`src/rtl/risc_pkg.sv`:
```
// risc_pkg: constants and types shared by the CPU controller and sequencer.
// Latency: n/a (declarations only). Backpressure: n/a.
// Contents: 3-bit opcodes, instruction phase numbers, sequencer state encoding.
package risc_pkg;

  // Opcodes decoded by the controller (3-bit field).
  localparam logic [2:0] OP_HLT = 3'd0;
  localparam logic [2:0] OP_SKZ = 3'd1;
  localparam logic [2:0] OP_ADD = 3'd2;
  localparam logic [2:0] OP_AND = 3'd3;
  localparam logic [2:0] OP_XOR = 3'd4;
  localparam logic [2:0] OP_LDA = 3'd5;
  localparam logic [2:0] OP_STO = 3'd6;
  localparam logic [2:0] OP_JMP = 3'd7;

  // Instruction phases; eight per instruction.
  localparam logic [2:0] PH_FETCH0 = 3'd0;
  localparam logic [2:0] PH_FETCH1 = 3'd1;
  localparam logic [2:0] PH_FETCH2 = 3'd2;
  localparam logic [2:0] PH_FETCH3 = 3'd3;
  localparam logic [2:0] PH_EXEC0  = 3'd4;
  localparam logic [2:0] PH_EXEC1  = 3'd5;
  localparam logic [2:0] PH_EXEC2  = 3'd6;
  localparam logic [2:0] PH_EXEC3  = 3'd7;

  // Phase in which the controller raises halt for an HLT opcode.
  localparam logic [2:0] PH_HALT_CHECK = PH_EXEC0;

  // Machine run state. 2'b11 is illegal and recovers to idle.
  typedef enum logic [1:0] {
    SEQ_IDLE   = 2'b00,
    SEQ_RUN    = 2'b01,
    SEQ_HALTED = 2'b10
  } seq_state_t;

endpackage

```
`src/rtl/sat_counter.sv`:
```
// sat_counter: up-counter that sticks at all-ones; synchronous clear has priority.
// Latency: 1 cycle from inc/clr to count. Backpressure: none (inc beyond max is dropped).
// Ports: clk, rst (async high), inc, clr -> count[W-1:0].
module sat_counter #(
  parameter int W = 16
) (
  input  logic         clk,
  input  logic         rst,
  input  logic         inc,
  input  logic         clr,
  output logic [W-1:0] count
);

  always_ff @(posedge clk or posedge rst) begin
    if (rst) begin
      count <= '0;
    end else if (clr) begin
      count <= '0;
    end else if (inc && (count != {W{1'b1}})) begin
      count <= count + 1'b1;
    end
  end

endmodule

```
`src/rtl/phase_sequencer.sv`:
```
// phase_sequencer: 8-phase instruction sequencer with idle/run/halted state and retire count.
// Latency: all outputs registered or decoded from registers; inputs act at the next edge.
// Backpressure: none; start/halt are levels sampled every edge.
// Ports: clk, rst (async high), start, halt, cnt_clr [, step_mode]
//        -> phase, running, halted, new_instr, instr_count.
// Option: define PHASE_SEQ_SINGLE_STEP_EN to add step_mode (halt after each instruction).
module phase_sequencer
  import risc_pkg::*;
#(
  parameter int PHASE_W = 3,
  parameter int ICNT_W  = 16
) (
  input  logic              clk,
  input  logic              rst,
  input  logic              start,
  input  logic              halt,
  input  logic              cnt_clr,
`ifdef PHASE_SEQ_SINGLE_STEP_EN
  input  logic              step_mode,
`endif
  output logic [PHASE_W-1:0] phase,
  output logic              running,
  output logic              halted,
  output logic              new_instr,
  output logic [ICNT_W-1:0] instr_count
);

  seq_state_t         state_q, state_d;
  logic [PHASE_W-1:0] phase_q, phase_d;
  logic               retire;
  logic               step_en;

`ifdef PHASE_SEQ_SINGLE_STEP_EN
  assign step_en = step_mode;
`else
  assign step_en = 1'b0;
`endif

  always_ff @(posedge clk or posedge rst) begin
    if (rst) begin
      state_q <= SEQ_IDLE;
      phase_q <= '0;
    end else begin
      state_q <= state_d;
      phase_q <= phase_d;
    end
  end

  always_comb begin
    state_d = state_q;
    phase_d = phase_q;
    retire  = 1'b0;
    case (state_q)
      SEQ_IDLE: begin
        // Phase stays 0 across the start edge so the first RUN cycle is a fetch.
        phase_d = '0;
        if (start) state_d = SEQ_RUN;
      end
      SEQ_RUN: begin
        if ((phase_q == PHASE_W'(PH_HALT_CHECK)) && halt) begin
          // HLT retires here; the controller has already advanced the PC.
          state_d = SEQ_HALTED;
          phase_d = '0;
          retire  = 1'b1;
        end else if (phase_q == PHASE_W'(PH_EXEC3)) begin
          phase_d = '0;
          retire  = 1'b1;
          if (step_en) state_d = SEQ_HALTED;
        end else begin
          phase_d = phase_q + 1'b1;
        end
      end
      SEQ_HALTED: begin
        phase_d = '0;
        if (start) state_d = SEQ_RUN;
      end
      default: begin
        state_d = SEQ_IDLE;
        phase_d = '0;
      end
    endcase
  end

  assign phase     = phase_q;
  assign running   = (state_q == SEQ_RUN);
  assign halted    = (state_q == SEQ_HALTED);
  assign new_instr = running && (phase_q == PHASE_W'(PH_FETCH0));

  sat_counter #(.W(ICNT_W)) u_icnt (
    .clk   (clk),
    .rst   (rst),
    .inc   (retire),
    .clr   (cnt_clr),
    .count (instr_count)
  );

endmodule
```
`config.mk`:
```
export PLATFORM = sky130hd
export DESIGN_NAME = phase_sequencer
export DESIGN_NICKNAME = d
export VERILOG_FILES = /design/src/rtl/risc_pkg.sv /design/src/rtl/sat_counter.sv /design/src/rtl/phase_sequencer.sv
export SDC_FILE = /design/constraint.sdc
export NUM_CORES = 1
export LEC_CHECK = 0
export ABC_CLOCK_PERIOD_IN_PS = 4800
export BUFFER_PORTS_ARGS = -buffer_cell sky130_fd_sc_hd__buf_2
export CELL_PAD_IN_SITES_DETAIL_PLACEMENT = 1
export CELL_PAD_IN_SITES_GLOBAL_PLACEMENT = 2
export CORE_MARGIN = 1.5
export CORE_UTILIZATION = 37
export CTS_BUF_LIST = sky130_fd_sc_hd__clkbuf_8
export CTS_CLUSTER_DIAMETER = 30
export CTS_CLUSTER_SIZE = 16
export DETAILED_ROUTE_END_ITERATION = 8
export PLACE_DENSITY_LB_ADDON = 0.1
export SETUP_SLACK_MARGIN = 0.02
export SLEW_MARGIN = 20
export SYNTH_ARGS = -nofsm -noshare
export SYNTH_HDL_FRONTEND = slang
export SYNTH_SLANG_ARGS = --single-unit
```
`constraint.sdc`:
```
create_clock -name clk -period 4.8 [get_ports clk]
set_clock_uncertainty 0.2 [all_clocks]
set_input_delay 0.72 -clock clk [delete_from_list [all_inputs] [get_ports clk]]
set_output_delay 0.72 -clock clk [all_outputs]
set_load 0.01 [all_outputs]
```
---- Word level (Yosys, flattened, before mapping) ----
Index checks and enable logic that the tools add are counted.
storage, ports and cells
  register bits after elaboration ......... 21
  logic and storage cells ................. 31
cells by class
  add/sub/neg operators ................... 2
  eq/ne operators ......................... 7
  multiplexer cells ....................... 11
  reduce and logical (&&, ||, !) cells .... 8
operators by type and width
  cell                   count
  $mux 16                2
  $add 16x1->16 const B  1
  $ne 16x16->1 const B   1
  $mux 3                 3
  $eq 3x3->1 const B     2
  $mux 2                 2
  $ne 2x1->1 const B     2
  $pmux 2 s2             1
  $add 3x1->3 const B    1
  $logic_and 1x1->1      3
  $logic_not 3->1        1
  $mux 1                 3
  $eq 2x1->1 const B     1
  $eq 2x2->1 const B     1
  $logic_not 2->1        1
  $reduce_and 2->1       1
  $reduce_bool 2->1      1
  $reduce_or 2->1        1

---- Logic depth before layout (Yosys ltp) ----
  word-level depth ........................ 7
  depth in mapped cells ................... 6

---- Hierarchy ----
Synthesis repeated with hierarchy kept, for this count alone.
second synthesis, totals
  cell total of the unflattened synthesis .. 125
  area, all modules ....................... 1,213.7 um2
by module, submodules not included
  module           times used  cells each  area each (um2)  seq. area each (um2)
  sat_counter      1           101         932.1            400.4
  phase_sequencer  1           24          281.5            125.1

---- Worst setup path before layout ----
OpenSTA, ideal clock, no wires.
  kind .................................... in2reg
  start ................................... input port halt
  end ..................................... register u_icnt.count[3]
  setup time .............................. 0.078 ns
  arrival ................................. 1.678 ns
  data required time ...................... 4.522 ns
  path slack .............................. 2.844 ns
  stages on the path ...................... 4
  buffers on the path ..................... 0
  cell sequence ........................... a31o_2 > nand2_2 > or4_1 > a21oi_1
between the ends
  cells in the longest elaborated chain, start to end .. 5
RTL lines
  element                             line                   source
  start, declared                     phase_sequencer.sv:16  input logic halt,
  $logic_and 1x1->1                   phase_sequencer.sv:60  if ((phase_q == PHASE_W'(PH_HALT_CHECK)) && halt) begin
  $mux 1                              phase_sequencer.sv:60
  $mux 1                              phase_sequencer.sv:53  case (state_q)
  $logic_and 1x1->1                   sat_counter.sv:19      end else if (inc && (count != {W{1'b1}})) begin
  $reduce_bool 2->1 (no source line)  -
  end signal, assigned                sat_counter.sv:20      count <= count + 1'b1;
  end, declared                       sat_counter.sv:11      output logic [W-1:0] count
No other way between the ends.
A chain may end at the register's enable or synchronous reset.

---- Worst setup path in the final report ----
  start ................................... register state_q[0]
  end ..................................... output port new_instr
between the ends
  cells in the longest elaborated chain, start to end .. 2
RTL lines
  element                 line                   source
  start, declared         phase_sequencer.sv:28  seq_state_t state_q, state_d;
  start signal, assigned  phase_sequencer.sv:44  state_q <= state_d;
  $eq 2x1->1              phase_sequencer.sv:85  assign running = (state_q == SEQ_RUN);
  $logic_and 1x1->1       phase_sequencer.sv:87  assign new_instr = running && (phase_q == PHASE_W'(PH_FETCH0));
  end, declared           phase_sequencer.sv:24  output logic new_instr,
No other way between the ends.

==> flow_metrics.tcl <==
set metrics [dict create \
    outcome "finished, final reports clean" \
    synth_xor_area_share_pct 0 \
    cp-start-kind "flip-flop" \
    post_cts_resized 0 \
    total_power_uw 440 \
    maxSlewViolCount 0 \
    fin_setup_tns_ps 0 \
    post_cts_buffers 0 \
    ys_ff_latch 21 \
    numCtsBuffers 3 \
    multi_input_area_um2 673 \
    rr_worst_depth 4 \
    hpwl_mm 2.31 \
    first_pass_iters 4 \
    worstSkewPairLatency_ps 260 \
    grt_pass1_wl_mm 4.90 \
    vdd_ir_drop_max_mv 0.124 \
    ys_seq_area_share_pct 42.4 \
    wirelength_mm 3.08 \
    hold_viol_final 0 \
    synth_compound_area_share_pct 14.9 \
    dp.cells 195 \
    dieArea_um2 3710 \
    final_nets 165 \
    synthArstFlopShare_pct 100 \
    hold_path_startpoint "phase[0]$_DFF_PP0_" \
    synth_edf_count 0 \
    use_met2_pct 30.7 \
    routed_via_density 5.69 \
    period_share_pct 51.4 \
    final_layout_size_suffix_gt1_share_pct 26.5 \
    cts_buffer_depth 2 \
    criticalPathCategory "reg -> out" \
    worstHoldEndpoint "phase[0]$_DFF_PP0_" \
    hold_depth 1 \
    cts-root-buf "clkbuf_8" \
    crit_path_start "state_q[0]$_DFFE_PP0P_" \
    cts_tree "done" \
    layoutNonFillerInstCount 199 \
    io_pins 27 \
    gp_congestion 0.710 \
    worstPathRequired_ps 3880 \
    max_freq_mhz 406 \
    leakagePower_uw 0.000690 \
    tightest_slew_ps 849 \
    grt_use_met1_pct 23.4 \
    die_h_um 60.9 \
    synth_fp_nets 137 \
    grt_usage_pct 18.1 \
    hold_class "reg -> reg" \
    initial_core_util_pct 39.6 \
    synthMuxAreaShare_pct 4.54 \
    holdBufCountCts 0 \
    n_antenna_cell 0 \
    synthFlopType "dfrtp_1" \
    grt_overflow 0 \
    maxCapViolCount 0 \
    via_count 1132 \
    met3_usage_pct 2.56 \
    netlist.area_leader.share_pct 42.4 \
    rrSetupSlack_ps 2630 \
    cts_sinks 21 \
    htreeDepth 1 \
    drt_iter0_markers 57 \
    critPathCaptureType "output port" \
    synth-simple-area-share_pct 30.8 \
    area_growth_pct 17.4 \
    design_area_um2 1460 \
    drc 0 \
    die_x_um 60.9 \
    synth_top_family_by_area "simple AND/OR/NAND/NOR gates" \
    syn_area_per_cell_um2 9.69 \
    setup_viol 0 \
    r2r_end "u_icnt.count[3]$_DFFE_PP0P_" \
    regArea_um2 526 \
    wl_per_cell_um 15.5 \
    yosysMostFrequentCell "dfrtp_1" \
    synthTopCellsByArea "dfrtp_1 (42%), a21oi_1 (5.2%), ha_1 (4.0%)" \
    min_period_ps 2470 \
    synth_warnings 0 \
    row_count 20 \
    grt-busiest-layer "met2" \
    clk_pin_slew_worst_paths_ps 70 \
    ant_nets 0 \
    yosys.area.top_type "dfrtp_1" \
    netlist-cell-type-count 35 \
    powerDensity_nw_per_um2 302 \
    relSlewSlack_pct 43.4 \
    arrival_ps 1550 \
    synth_commonest_cells "dfrtp_1 (21), a21oi_1 (13), inv_1 (7), nand2_1 (7), nor2b_1 (7)" \
    synth_area_um2 1240 \
    critPathMaxFanout 8 \
    rsz0062_at_grt "false" \
    coreArea_um2 3130 \
    antenna_found_initial 0 \
    synthAdderAreaFrac_pct 4.04 \
    grt_max_degree 22 \
    grt_pass1_vias 1059 \
    fillers 381 \
    port-buffer-count 26 \
    syn-instance-count 128 \
    regToRegStartpoint "state_q[0]$_DFFE_PP0P_" \
    place_area_um2 1410 \
]
[per-stage QoR]
| step | hold slack (ps) | util [%] | setup slack, ps |
|---|---|---|---|
| 3_3_place_gp | 280 | 45.1 | 2660 |
| 6_report | 302 | 46.5 | 2330 |
| 4_1_cts | 314 | 46.5 | 2350 |
| 5_1_grt | 330 | 46.5 | 2210 |
| 2_1_floorplan | 287 | - | 2840 |
| 3_5_place_dp | 306 | 45.1 | 2600 |
[routing by layer]
| metal | up-vias | part of all wire (%) |
|---|---|---|
| met5 | - | 0 |
| met4 | 0 | 1.4 |
| met3 | 5 | 3.0 |
| met2 | 21 | 49 |
| met1 | 568 | 47 |
| li1 | 538 | - |
[critical path: stages (launching register included)]
cell     delay, ps
dfrtp_1        410
nor2b_1        520
and3b_1        230
buf_2          120
[area by class of cell]
cell class | count | area share (%)
Sequential cell | 21 | 36.1
Timing Repair Buffer | 26 | 8.94
Tap cell | 44 | 3.78
Clock buffer | 3 | 2.84
Inverter | 7 | 1.81
Clock inverter | 1 | 0.258
Multi-Input combinational cell | 97 | 46.3
[cell usage in the layout, fill, tap and decap left out, types with 6 or more instances in the layout]
cell     netlist  final
o31ai_1        6      6
nor2b_1        7      7
or4_1          6      6
buf_2          0     26
a21oi_1       13     13
nand2_1        7      7
nor2_1         6      6
inv_1          7      8
dfrtp_1       21     21
[logic make-up (layout without fill, tap and decap cells)]
logic type | after synthesis | in the layout
compound gates | 30 | 30
fa+ha+maj | 4 | 4
buf+inv | 10 | 37
flops | 21 | 21
mux | 5 | 5
simple gates | 58 | 58
[sequential cells by signal, summed over array words and instances (netlist names)]
name / count
phase: 3
state_q: 2
u_icnt.count: 16
[power by group]
group	switching, uW	leakage [uW]	internal, uW
registers	18.1	0.000286	194
clock network	59.9	0.0000269	57.1
logic	65.9	0.000377	44.6
total	144	0.000690	296
[worst max path at each step]
stage / slack (ps) / endpoint / cells after the start
final: 2330 / new_instr / 3
after global placement: 2660 / u_icnt.count[3]$_DFFE_PP0P_ / 5
after detailed placement: 2600 / u_icnt.count[3]$_DFFE_PP0P_ / 5
after CTS: 2350 / new_instr / 3
after floorplan: 2840 / u_icnt.count[3]$_DFFE_PP0P_ / 4
after global routing: 2210 / new_instr / 3
No activity file was read; power rests on OpenSTA's default activity.
